### src/rtl/divu_seq_ctrl.sv
// Sequential 32-bit unsigned restoring divider with valid/ready handshake on both sides.
// Optional macro DIVU_SEQ_ZERO_FAST_EN: a zero divisor finishes one cycle after accept.
module divu_seq_ctrl #(
    parameter int STEPS_PER_CYCLE = 1
) (
    input  logic        i_clk,
    input  logic        i_rst_n,
    input  logic        i_valid,
    output logic        o_ready,
    input  logic [31:0] i_dividend,
    input  logic [31:0] i_divisor,
    output logic        o_valid,
    input  logic        i_ready,
    output logic [31:0] o_quotient,
    output logic [31:0] o_remainder,
    output logic        o_div_by_zero,
    output logic        o_busy
);

    localparam int         CYCLES   = 32 / STEPS_PER_CYCLE;
    localparam logic [5:0] LAST_CNT = 6'(CYCLES - 1);

    typedef enum logic [1:0] {S_IDLE, S_BUSY, S_DONE} state_t;

    state_t      r_state;
    state_t      w_state_next;
    logic [31:0] r_dvd;
    logic [31:0] r_dsr;
    logic [31:0] r_rem;
    logic [5:0]  r_cnt;
    logic        r_zero;
    logic [31:0] r_quo_out;
    logic [31:0] r_rem_out;
    logic        r_dbz_out;
    logic [31:0] w_dvd_next;
    logic [31:0] w_rem_next;
    logic        w_accept;
    logic        w_last;
    logic        w_finish;

    // One restoring step. The shifted remainder is formed in 33 bits so the
    // compare sees the bit shifted out of rem[31]; after a subtract the
    // remainder is below the divisor again, so 32 bits are enough to store it.
    function automatic logic [63:0] div_step(input logic [31:0] rem,
                                             input logic [31:0] dvd,
                                             input logic [31:0] dsr);
        logic [32:0] v_rem;
        logic [31:0] v_dvd;
        v_rem = {rem, dvd[31]};
        v_dvd = {dvd[30:0], 1'b0};
        if (v_rem >= {1'b0, dsr}) begin
            v_rem    = v_rem - {1'b0, dsr};
            v_dvd[0] = 1'b1;
        end
        return {v_rem[31:0], v_dvd};
    endfunction

    always_comb begin
        w_rem_next = r_rem;
        w_dvd_next = r_dvd;
        for (int k = 0; k < STEPS_PER_CYCLE; k++) begin
            {w_rem_next, w_dvd_next} = div_step(w_rem_next, w_dvd_next, r_dsr);
        end
    end

    assign w_accept = i_valid & (r_state == S_IDLE);
`ifdef DIVU_SEQ_ZERO_FAST_EN
    assign w_last   = r_zero | (r_cnt == LAST_CNT);
`else
    assign w_last   = (r_cnt == LAST_CNT);
`endif
    assign w_finish = (r_state == S_BUSY) & w_last;

    always_ff @(posedge i_clk or negedge i_rst_n) begin
        if (!i_rst_n) begin
            r_state <= S_IDLE;
        end else begin
            r_state <= w_state_next;
        end
    end

    always_comb begin
        w_state_next = r_state;
        case (r_state)
            S_IDLE:  if (i_valid) w_state_next = S_BUSY;
            S_BUSY:  if (w_last)  w_state_next = S_DONE;
            S_DONE:  if (i_ready) w_state_next = S_IDLE;
            default: w_state_next = S_IDLE;
        endcase
    end

    // The dividend register doubles as the quotient: bits shift in at the LSB.
    always_ff @(posedge i_clk or negedge i_rst_n) begin
        if (!i_rst_n) begin
            r_dvd  <= '0;
            r_dsr  <= '0;
            r_rem  <= '0;
            r_cnt  <= '0;
            r_zero <= 1'b0;
        end else if (w_accept) begin
            r_dvd  <= i_dividend;
            r_dsr  <= i_divisor;
            r_rem  <= '0;
            r_cnt  <= '0;
            r_zero <= (i_divisor == '0);
        end else if (r_state == S_BUSY) begin
            r_dvd  <= w_dvd_next;
            r_rem  <= w_rem_next;
            r_cnt  <= r_cnt + 6'd1;
        end
    end

    always_ff @(posedge i_clk or negedge i_rst_n) begin
        if (!i_rst_n) begin
            r_quo_out <= '0;
            r_rem_out <= '0;
            r_dbz_out <= 1'b0;
        end else if (w_finish) begin
`ifdef DIVU_SEQ_ZERO_FAST_EN
            if (r_zero) begin
                r_quo_out <= '1;
                r_rem_out <= r_dvd;
            end else begin
                r_quo_out <= w_dvd_next;
                r_rem_out <= w_rem_next;
            end
`else
            r_quo_out <= w_dvd_next;
            r_rem_out <= w_rem_next;
`endif
            r_dbz_out <= r_zero;
        end
    end

    assign o_ready       = (r_state == S_IDLE);
    assign o_valid       = (r_state == S_DONE);
    assign o_busy        = (r_state != S_IDLE);
    assign o_quotient    = r_quo_out;
    assign o_remainder   = r_rem_out;
    assign o_div_by_zero = r_dbz_out;

endmodule

### config.mk
export PLATFORM = sky130hd
export DESIGN_NAME = divu_seq_ctrl
export DESIGN_NICKNAME = d
export VERILOG_FILES = /design/src/rtl/divu_seq_ctrl.sv
export SDC_FILE = /design/constraint.sdc
export NUM_CORES = 1
export LEC_CHECK = 0
export ABC_AREA = 1
export BUFFER_PORTS_ARGS = -buffer_cell sky130_fd_sc_hd__buf_2
export CORE_ASPECT_RATIO = 0.5
export CORE_MARGIN = 2
export CORE_UTILIZATION = 35
export CTS_BUF_LIST = sky130_fd_sc_hd__clkbuf_8
export DETAILED_ROUTE_END_ITERATION = 10
export PLACE_DENSITY = 0.6
export SETUP_SLACK_MARGIN = 0.05
export SLEW_MARGIN = 20
export SYNTH_ARGS = -nofsm -noshare
export SYNTH_HDL_FRONTEND = slang
export SYNTH_SLANG_ARGS = --single-unit
### constraint.sdc
create_clock -name i_clk -period 2.12 [get_ports i_clk]
set_clock_uncertainty 0.2 [all_clocks]
set_input_delay 0 -clock i_clk [delete_from_list [all_inputs] [get_ports i_clk]]
set_output_delay 0 -clock i_clk [all_outputs]
set_load 0.05 [all_outputs]
==> results list <==
- Capture point of the worst path: o_remainder[16]
- Count of clock tree sinks: 170
- The first routing iteration left around 680 violations.
- H-tree level count: 4
- For this run, the leading register cell type out of synthesis is sky130_fd_sc_hd__dfrtp_1.
- In this run the count of I/O pins placed on the die edge is between 100 and 150.
- Post-synth EDFFs: 0
- The cell sitting at the root of the clock tree is a sky130_fd_sc_hd__clkbuf_8.
- After synthesis the netlist holds a flip-flop and latch count of between 150 and 200.
- Of the synthesized area, sequential elements account for 0.442.
- Max_slew headroom: 0.596
* Cell area after layout: around 14000 µm²
* Status: complete, but fails checks
- The checks that failed: setup timing.
- Tcrit/Tclk final: 1.12
- FF-to-FF setup slack: -0.25 ns
- For the worst flop-to-flop path, the logic depth is 18.
- At the worst endpoint, the required time is 2.30 ns.
* Nature of the critical path endpoint: register
- Deepest clock path buffer count: 2
- Number of vias per cell after detailed routing: 4.81
* Total number of vias: between 10000 and 15000
- TritonCTS clock tree: built
- The first global-routing pass estimated between 50000 and 60000 µm of wire.
- TritonCTS created 17 clock buffers.
- In this run the cell area of the synthesized design comes to around 9600 µm².
- Initial antenna violation count: 0
- Number of buffer cells added on primary ports: roughly 140
* Layout cell share with drive strength beyond 1: 0.315
* Grt ovf: 0
- Post-Syn Instances: ~1400
- The number of nets handed over by synthesis was 1453.
* Number of standard cells in the final layout excluding fillers: between 2000 and 2500
* Pre-antenna DRT Iters: 6
- The tightest min-delay check is of the in -> reg type.
* Number of failing setup endpoints in the final timing report: 66
* Sum Neg Setup Slack: -13.49 ns
- The worst register-to-register path begins at r_rem[7].
* Core box area: 26700 µm²
- Post-route ant nets: 0
- The area growth from synthesis to layout is 50.1%.
- Initial Utilization: 0.360
- Class of the most critical setup path: reg -> reg
* Sum of net half-perimeters after detailed placement: approximately 23000 µm
- Entering global routing, the biggest net connects 58 pins.
- Startpoint type of the worst setup path: register
- Summing all placed instances gives a cell area of between 10000 and 15000 µm².
- Of all nets on the critical path, the largest fanout is 8.
* Residual DRC count: 0
- Crit path setup slack, layout: -0.254 ns
- Unique masters post-synth: 37
* Fin nets: between 1500 and 2000
* Top achievable clock speed: approximately 420 MHz
* Worst-Skew Late Latency: 0.50 ns
- Routability congestion estimate from global placement: between 1 and 1.5
- After clock tree synthesis, the clock-pin slew on the worst setup and hold paths is around 0.10 ns.
* Die width: ~240 µm
* RSZ-0062 raised after global routing: true
* Antenna diode instance count: 0
- Averaged over all synthesized cells, the footprint is between 7 and 8 µm².
* Most frequent cells in the layout: 484 x sky130_fd_sc_hd__nand2_1, 208 x sky130_fd_sc_hd__inv_1, 169 x sky130_fd_sc_hd__dfrtp_1
* Final Max Tran Viols: 0
- Dividing the detail-routed wire length by the instance count gives 15.8 µm.
- Subtracting the final worst setup slack from the clock period gives approximately 2.4 ns.
* Cell type with the largest total area after synthesis: sky130_fd_sc_hd__dfrtp_1
- Overall die area: between 20000 and 30000 µm²
- Arrival time reported for the critical path endpoint: between 2 and 3 ns
- Vias in the first global route: 9823
* Async set or reset register ratio after synthesis: 1.00
* Fraction of post-synthesis cell area in the top cell type by area: 0.442
- Maximum Capacitance Violations: 0
- Transition at the pin with the smallest max-transition slack: between 0.6 and 0.7 ns
- The die is ~120 µm tall.
- The worst register-to-register path ends at o_remainder[16].
* Most common library cell in the layout ignoring fill and taps: sky130_fd_sc_hd__nand2_1
- Final hold violation count: 0
- Global-route total usage across every layer: 0.229
- Placement Rows: 42
* Worst-case setup slack after placement: -0.376 ns
- Warning count from the yosys run: 0
- Total wire length after detailed routing: between 30000 and 40000 µm
* Inst Count DP: between 1500 and 2000
- Top area cells in the synthesized netlist: sky130_fd_sc_hd__dfrtp_1 44%, sky130_fd_sc_hd__nand2_1 22%, sky130_fd_sc_hd__inv_1 8.6%, sky130_fd_sc_hd__ha_1 4.3%, sky130_fd_sc_hd__nand3_1 4.1%
- Worst setup path startpoint: r_rem[7]
==> worst min-delay path by stage <==
stage,startpoint,endpoint,slack (ns),cells after the start
finish,i_dividend[13],r_dvd[13],0.05,4
global route,i_dividend[29],r_dvd[29],0.04,4
CTS,i_dividend[14],r_dvd[14],0.01,4
detailed placement,i_rst_n,r_dvd[7],-0.17,1
global placement,i_rst_n,r_dvd[7],-0.17,1
floorplan,i_rst_n,o_div_by_zero,-0.50,0
==> metrics by stage <==
step / hold WS, ns / util
2_1_floorplan: -0.496 / -
6_report: 0.0524 / 0.540
3_3_place_gp: -0.171 / 0.456
5_1_grt: 0.0411 / 0.540
3_5_place_dp: -0.173 / 0.456
4_1_cts: 0.0144 / 0.520
==> flip-flops by register name, indices dropped and copies added (netlist names) <==
name and flops:
r_dvd 32, r_state 2, o_remainder 32, r_rem 32
r_zero 1, r_cnt 6, o_quotient 32, r_dsr 32
o_div_by_zero 1
==> metal layers <==
metal  part of all wire  track usage
met1               0.48        0.325
met2               0.45        0.358
met3              0.049       0.0394
met4              0.021       0.0676
met5                  0            0
==> what timing repair did <==
| item | in CTS | in global routing |
|---|---|---|
| hold buffers | 81 | 0 |
| setup endpoints to repair | 67 | 108 |
| hold endpoints to repair | 237 | 0 |
| gates resized for setup | 91 | 114 |
| buffers inserted | 4 | 11 |
| gates cloned | 3 | 1 |
| pin swaps | 7 | 27 |
==> kinds of logic after synthesis <==
group | after synthesis | share of synthesized area
compound gates | 131 | 0.0815
xor+xnor | 14 | 0.0127
fa+ha+maj | 34 | 0.0450
buf+inv | 272 | 0.111
flops | 170 | 0.442
mux | 1 | 0.00117
simple gates | 729 | 0.306
==> layout make-up <==
| type | count | area (µm²) |
|---|---|---|
| multi-input combinational | 909 | 5310 |
| clock buffer | 18 | 248 |
| timing repair buffer | 397 | 3130 |
| inverter | 230 | 873 |
| clock inverter | 14 | 191 |
| fill | 2478 | 12300 |
| tap | 352 | 440 |
| sequential | 170 | 4260 |
==> synthesized netlist by cell type, types with 2 or more instances <==
cell                       count
sky130_fd_sc_hd__a21oi_1      21
sky130_fd_sc_hd__and2_1        5
sky130_fd_sc_hd__buf_1         5
sky130_fd_sc_hd__buf_2        10
sky130_fd_sc_hd__buf_4         2
sky130_fd_sc_hd__buf_6         4
sky130_fd_sc_hd__clkbuf_1     21
sky130_fd_sc_hd__dfrtp_1     170
sky130_fd_sc_hd__ha_1         33
sky130_fd_sc_hd__inv_1       221
sky130_fd_sc_hd__inv_2         7
sky130_fd_sc_hd__nand2_1     561
sky130_fd_sc_hd__nand2_2       4
sky130_fd_sc_hd__nand3_1      79
sky130_fd_sc_hd__nand3b_1      6
sky130_fd_sc_hd__nand4_1       9
sky130_fd_sc_hd__nor2_1       46
sky130_fd_sc_hd__nor2_2        7
sky130_fd_sc_hd__nor3_1        6
sky130_fd_sc_hd__nor4_1        4
sky130_fd_sc_hd__o21ai_0      72
sky130_fd_sc_hd__o21ai_1       2
sky130_fd_sc_hd__o221ai_1     30
sky130_fd_sc_hd__xnor2_1       6
sky130_fd_sc_hd__xor2_1        8
==> critical path, cell delays in order (launching register included) <==
cell and delay (ns):
sky130_fd_sc_hd__dfrtp_1 0.44, sky130_fd_sc_hd__ha_4 0.32, sky130_fd_sc_hd__nand2_4 0.06, sky130_fd_sc_hd__buf_6 0.12, sky130_fd_sc_hd__inv_4 0.05, sky130_fd_sc_hd__nand2_2 0.05
sky130_fd_sc_hd__nand2_2 0.08, sky130_fd_sc_hd__inv_2 0.05, sky130_fd_sc_hd__nand3_4 0.08, sky130_fd_sc_hd__nand2_4 0.07, sky130_fd_sc_hd__nand2_4 0.08, sky130_fd_sc_hd__nand2_4 0.06
sky130_fd_sc_hd__nand2_8 0.12, sky130_fd_sc_hd__inv_8 0.07, sky130_fd_sc_hd__buf_12 0.14, sky130_fd_sc_hd__nand2_1 0.09, sky130_fd_sc_hd__nand2_2 0.08, sky130_fd_sc_hd__nand2_1 0.07
sky130_fd_sc_hd__nand2_1 0.05
Power is left out: the tool's default activity adds up to more than one toggle a clock period on the data nets, which glitch-free logic cannot reach.
